### config.mk
export PLATFORM = sky130hd
export DESIGN_NAME = oc8051_wbi_rom_responder
export DESIGN_NICKNAME = d
export VERILOG_FILES = /design/src/rtl/oc8051_wbi_rom_responder.sv
export SDC_FILE = /design/constraint.sdc
export NUM_CORES = 1
export LEC_CHECK = 0
export ABC_CLOCK_PERIOD_IN_PS = 2200
export CORE_MARGIN = 2
export CORE_UTILIZATION = 43
export CTS_CLUSTER_SIZE = 24
export DETAILED_ROUTE_END_ITERATION = 10
export PLACE_DENSITY = 0.76
export SKIP_LAST_GASP = 1
export SYNTH_ARGS = -nofsm -noshare
export SYNTH_HDL_FRONTEND = slang
export SYNTH_SLANG_ARGS = --single-unit
export TNS_END_PERCENT = 30
### constraint.sdc
create_clock -name clk -period 2.2 [get_ports clk]
set_clock_uncertainty 0.2 [all_clocks]
set_input_delay 0.44 -clock clk [delete_from_list [all_inputs] [get_ports clk]]
set_output_delay 0.44 -clock clk [all_outputs]
set_load 0.02 [all_outputs]
### src/rtl/oc8051_wbi_rom_responder.sv
// Wishbone classic responder for the oc8051 instruction port: assembles 32-bit
// instruction words from four reads of an 8-bit synchronous ROM.
module oc8051_wbi_rom_responder #(
  parameter int unsigned ROM_BYTES  = 4096,
  parameter int unsigned EXTRA_WAIT = 0
) (
  input  logic        clk,
  input  logic        rst_n,
  input  logic [15:0] wbi_adr_i,
  input  logic        wbi_cyc_i,
  input  logic        wbi_stb_i,
  output logic [31:0] wbi_dat_o,
  output logic        wbi_ack_o,
  output logic        wbi_err_o,
  output logic        rom_en_o,
  output logic [15:0] rom_addr_o,
  input  logic [7:0]  rom_data_i,
  output logic        busy_o
);

  typedef enum logic [2:0] {
    S_IDLE,
    S_FETCH,
    S_DRAIN,
    S_WAIT,
    S_ACK,
    S_ERR
  } state_t;

  localparam logic [3:0] WAIT_LAST = 4'((EXTRA_WAIT == 0) ? 0 : EXTRA_WAIT - 1);

  state_t      state_reg, state_next;
  logic [15:0] addr_reg;
  logic [1:0]  k_reg;
  logic [3:0]  wait_reg;
  logic        ack_reg, ack_next;
  logic        err_reg, err_next;
  logic        cap_en;
  logic [1:0]  cap_lane;
  logic        req;
  logic [3:0]  oob;

  // While ack/err is still being presented the master may not have dropped stb yet.
  assign req = wbi_cyc_i & wbi_stb_i & ~ack_reg & ~err_reg;

  genvar gi;
  generate
    for (gi = 0; gi < 4; gi++) begin : g_range
      logic [15:0] byte_addr;
      assign byte_addr = wbi_adr_i + 16'(gi);
      assign oob[gi]   = {16'd0, byte_addr} >= ROM_BYTES;
    end
  endgenerate

  always_ff @(posedge clk or negedge rst_n) begin
    if (!rst_n) begin
      state_reg <= S_IDLE;
    end else begin
      state_reg <= state_next;
    end
  end

  always_comb begin
    state_next = state_reg;
    ack_next   = 1'b0;
    err_next   = 1'b0;
    cap_en     = 1'b0;
    case (state_reg)
      S_IDLE: begin
        if (req) state_next = (|oob) ? S_ERR : S_FETCH;
      end
      S_FETCH: begin
        if (!wbi_cyc_i) begin
          state_next = S_IDLE;
        end else begin
          // Data for byte k-1 arrives during FETCH k.
          cap_en = (k_reg != 2'd0);
          if (k_reg == 2'd3) state_next = S_DRAIN;
        end
      end
      S_DRAIN: begin
        if (!wbi_cyc_i) begin
          state_next = S_IDLE;
        end else begin
          cap_en = 1'b1;
          if (EXTRA_WAIT == 0) begin
            state_next = S_ACK;
            ack_next   = 1'b1;
          end else begin
            state_next = S_WAIT;
          end
        end
      end
      S_WAIT: begin
        if (!wbi_cyc_i) begin
          state_next = S_IDLE;
        end else if (wait_reg == WAIT_LAST) begin
          state_next = S_ACK;
          ack_next   = 1'b1;
        end
      end
      S_ACK: state_next = S_IDLE;
      S_ERR: begin
        state_next = S_IDLE;
        err_next   = 1'b1;
      end
      default: state_next = S_IDLE;
    endcase
  end

  // k wraps to 0 on entry to DRAIN, so k-1 selects lane 3 there.
  assign cap_lane = k_reg - 2'd1;

  always_ff @(posedge clk or negedge rst_n) begin
    if (!rst_n) begin
      addr_reg <= '0;
      k_reg    <= '0;
      wait_reg <= '0;
      ack_reg  <= 1'b0;
      err_reg  <= 1'b0;
    end else begin
      ack_reg <= ack_next;
      err_reg <= err_next;
      if (state_reg == S_IDLE && req) addr_reg <= wbi_adr_i;
      if (state_reg == S_FETCH) begin
        k_reg <= k_reg + 2'd1;
      end else if (state_reg == S_IDLE) begin
        k_reg <= '0;
      end
      if (state_reg == S_WAIT) begin
        wait_reg <= wait_reg + 4'd1;
      end else begin
        wait_reg <= '0;
      end
    end
  end

  generate
    for (gi = 0; gi < 4; gi++) begin : g_lane
      logic [7:0] byte_reg;
      always_ff @(posedge clk or negedge rst_n) begin
        if (!rst_n) begin
          byte_reg <= '0;
        end else if (cap_en && cap_lane == 2'(gi)) begin
          byte_reg <= rom_data_i;
        end
      end
      assign wbi_dat_o[gi*8 +: 8] = byte_reg;
    end
  endgenerate

  assign wbi_ack_o  = ack_reg;
  assign wbi_err_o  = err_reg;
  assign rom_en_o   = (state_reg == S_FETCH);
  assign rom_addr_o = rom_en_o ? (addr_reg + {14'd0, k_reg}) : 16'd0;
  assign busy_o     = (state_reg != S_IDLE);

endmodule

=== Word-level counts from Yosys, hierarchy flattened ===
Cells that the tools add are included.
Widths: inputs -> output; s select.

* Flip-flop bits (word level): 59
* Input bits: 28
* Output and inout bits: 52
* Logic and storage cells: 69

* Add/sub/neg operators: 7
* Magnitude comparators: 4
* Eq/ne operators: 11
* Mux-type cells: 19
* Bitwise operators: 5
* Reductions and logical operators: 13

{| class="wikitable"
|+ Operators with widths
! cell !! count
|-
| $ge 16x13->1 const B || 4
|-
| $add 16x2->16 const B || 2
|-
| $mux 3 || 7
|-
| $add 16x1->16 const B || 1
|-
| $add 16x2->16 || 1
|-
| $mux 16 || 1
|-
| $pmux 3 s4 || 1
|-
| $eq 2x2->1 const B || 3
|-
| $eq 3x2->1 const B || 2
|-
| $logic_and 1x1->1 || 5
|-
| $mux 1 || 5
|-
| $add 4x1->4 const B || 1
|-
| $logic_not 4->1 || 1
|-
| $mux 2 || 2
|-
| $mux 4 || 1
|-
| $pmux 1 s2 || 2
|-
| $reduce_bool 2->1 || 2
|-
| $reduce_or 4->1 || 1
|-
| $and 1x1->1 || 3
|-
| $eq 3x1->1 const B || 1
|-
| $eq 3x3->1 const B || 1
|-
| $logic_not 3->1 || 1
|-
| $ne 3x2->1 const B || 1
|-
| $ne 3x3->1 const B || 1
|-
| 8 further kinds || 9
|}

=== Logic depth before layout (Yosys ltp) ===
* Depth in word-level cells: 6
* Gate-level depth with buffers: 7
* Gate-level depth less buffers: 6

=== Worst setup path after synthesis ===
OpenSTA, ideal clock, no wires.

* Kind: flip-flop to output port
* From: register k_reg[1]
* To: output port rom_addr_o[15]
* Arrival: 2,020 ps
* Data required time: 1,560 ps
* Slack: -460 ps
* Cell stages (with the launch flop): 6
* Path buffers: 0
* Path through: dfrtp_1 -> ha_1 -> a21oi_1 -> or4_1 -> or3_1 -> a21oi_1

* Cells in the longest elaborated chain, start to end: 2

{| class="wikitable"
|+ Ends and longest elaborated chain
! item !! line !! source
|-
| from (decl) || 34 || <nowiki>logic [1:0] k_reg;</nowiki>
|-
| from (signal assigned) || 126 || <nowiki>k_reg <= k_reg + 2'd1;</nowiki>
|-
| $add 16x2->16 || 155 || <nowiki>assign rom_addr_o = rom_en_o ? (addr_reg + {14'd0, k_reg}) : 16'd0;</nowiki>
|-
| $mux 16 || 155 ||
|-
| to (decl) || 16 || <nowiki>output logic [15:0] rom_addr_o,</nowiki>
|}

Every way passes these cells.

=== Worst setup path after layout ===
* From: register addr_reg[1]
* To: output port rom_addr_o[15]

* Cells in the longest elaborated chain, start to end: 2

{| class="wikitable"
|+ Ends and longest elaborated chain
! item !! line !! source
|-
| from (decl) || 33 || <nowiki>logic [15:0] addr_reg;</nowiki>
|-
| from (signal assigned) || 124 || <nowiki>if (state_reg == S_IDLE && req) addr_reg <= wbi_adr_i;</nowiki>
|-
| $add 16x2->16 || 155 ||
|-
| $mux 16 || 155 ||
|}

Every way passes these cells.

==> qor.txt <==
Outcome - complete, but fails checks
Failing checks - setup timing
RR Endpoint - g_lane[0].byte_reg[0]
Worst skew pair latency - 0.33 ns
RSZ-0062 raised after global routing - true
Leading cell type in the layout, fill and taps excluded - clkdlybuf4s50_1
Hold Path Depth - 1
CTS tree - done
Largest net degree at the start of global routing - 60
Initial DRC Count - 44
Async SR Flop Fraction - 1.00
Gate Count Post-Synth - 232
Die height - 85.2 um
Ant. Diodes - 0
Fill cell count - 457
R2r setup slk - -0.06 ns
Final GP Congestion - 0.742
Post-synth EDFFs - 0
Worst min path class - register to register
Area Growth Syn to Fin - 55.1%
Fin crit period - 2.77 ns
Multi-input logic area - 0.00148 mm2
Gr usage total - 0.196
Via/cell ratio - 5.06
Most frequent cells in the layout - clkdlybuf4s50_1 (61), dfrtp_1 (59), mux2_2 (40)
Crit Path Class - register to primary output
# rows - 29
Gr ovfl total - 0
Worst Reg-to-Reg Cells - 7
Max reg flops - 32
Final setup viols - 33
DR vias - 2210
Cell Pwr Density - 985 mW/mm2
M1 WL - 2.98 mm
Hold Startpoint - wait_reg[0]
Syn avg cell area - 12.2 um2
CP top delay family - simple AND/OR/NAND/NOR gates
Root Buffer - clkbuf_8
Highest routed layer - met4
Cell Area, Placed - 0.00401 mm2
Max_slew headroom - 0.625
Crit path largest cell delay - 0.44 ns
Top FF cell, synth - dfrtp_1
Final worst-path cycle share - 1.26
DP HPWL - 4.73 mm
Detailed Route WL - 6.85 mm
Initial antenna violation count - 0
Clock slew at reported path FFs - 0.07 ns
Pleak - 2.05 nW
Yosys Warn Count - 0
Final net count - 394
Startpoint Class - register
CP bufs+invs - 1
Max Root-Sink Buffers - 2
Final Cell Area - 0.00440 mm2
Post-Syn Nets - 271
Synthesized area - 0.00283 mm2
Sequential Area - 0.00148 mm2
Sink Count - 59
Initial Util - 0.446
Vias in the first global route - 2247
CP max-delay cell - or4_4
Worst-margin pin slew - 0.558 ns
First-pass DRT Iterations - 4
CTS buffer count - 9
Core Area - 0.00635 mm2
Routed len/inst - 15.7 um
Htree depth - 3
Setup TNS - -6.46 ns
Max-cap violation count - 0
Worst r2r src - k_reg[0]
WP data required - 1.56 ns
Maximum fanout along the worst path - 5
Minimum setup slack in the final design - -0.569 ns
Die area - 0.00726 mm2
WL met2 - 3.52 mm
Final hold vios - 0
Die X-Extent - 85.2 um
Ports - 80
Worst setup EP type - primary output
Unique masters post-synth - 32
Final Slew Violations - 0
Number of antenna-violating nets in the routed design - 0
First-pass GRT wire length - 11.0 mm
Peak VDD IR - 0.000558 V
IO buf count - 79
Critical path arrival - 2.13 ns
Post-synthesis sequential area ratio - 0.521
Hold Path Sink - wait_reg[0]
Seq cells post-synth - 59
Crit-path cells - ha_1 > a21oi_2 > or4_4 > or3_4 > a21oi_4 > buf_6
Layout cell share with drive strength beyond 1 - 0.422
Met3 wire length - 225 um
# DRC - 0
FMAX - 361 MHz
[cell type report]
type	instances	area share
clock buffer	9	0.0282
timing repair buffer	117	0.250
sequential	59	0.336
clock inverter	7	0.0176
multi-input combinational	157	0.336
tap	77	0.0219
inverter	11	0.00939
[report_power, final]
| part | internal (W) | switching, W | total (W) |
|---|---|---|---|
| Clock | 0.000530 | 0.000465 | 0.000994 |
| Combinational | 0.000980 | 0.000841 | 0.00182 |
| Sequential | 0.00135 | 0.000168 | 0.00152 |
[how the worst max path moves through the flow]
stage / start / cells past startpoint / to / slack [ns]
finish: addr_reg[1] / 6 / rom_addr_o[15] / -0.57
global route: addr_reg[1] / 6 / rom_addr_o[13] / -0.64
CTS: addr_reg[1] / 6 / rom_addr_o[15] / -0.59
detailed placement: addr_reg[1] / 6 / rom_addr_o[15] / -0.73
global placement: addr_reg[1] / 6 / rom_addr_o[15] / -0.69
floorplan: k_reg[1] / 5 / rom_addr_o[15] / -0.26
[layer usage]
metal / GRT usage / vias to the layer above
li1: - / 1051
met1: 0.249 / 1099
met2: 0.322 / 48
met3: 0.0477 / 12
met4: 0.0823 / 0
met5: 0 / -
[Yosys cell counts, types with 4 or more instances]
library cell / count / share of area
nand4_1: 4 / 0.0088
nor4_1: 5 / 0.011
nand2_1: 11 / 0.015
a21oi_1: 7 / 0.012
dfrtp_1: 59 / 0.52
mux2_2: 41 / 0.16
o21ai_0: 7 / 0.012
nand2_2: 4 / 0.0088
mux2_4: 6 / 0.032
nor2_1: 18 / 0.024
inv_1: 11 / 0.015
ha_1: 10 / 0.044
xnor2_1: 12 / 0.037
nand3_1: 7 / 0.012
[through the flow]
stage / power, W / cells / hold WS (ns) / setup slack, ns / util
after floorplan: 0.00236 / 232 / -0.0556 / -0.258 / -
after global placement: 0.00318 / 416 / 0.266 / -0.692 / 0.632
after detailed placement: 0.00322 / 416 / 0.273 / -0.726 / 0.632
after CTS: 0.00427 / 434 / 0.289 / -0.595 / 0.675
after global routing: 0.00455 / 437 / 0.317 / -0.639 / 0.692
final: 0.00433 / 437 / 0.286 / -0.569 / 0.692
[cells by family after synthesis]
group,Yosys count,synth area share
AOI/OAI and AO/OA,17,0.0340
xor gates and xnor gates,14,0.0433
adders and majority gates,11,0.0512
buffers and inverters,16,0.0291
DFF,59,0.521
muxes,47,0.195
and+or+nand+nor,68,0.127
[timing repair]
item / 4_1_cts / 5_1_grt
pin swaps: 6 / 16
setup buffers: 1 / 3
endpoints found under the setup margin: 50 / 52
resized for setup: 87 / 25
hold endpoints to repair: 59 / 0
hold buffers: 1 / 0
Note: power is estimated with default switching activity, not from simulation.
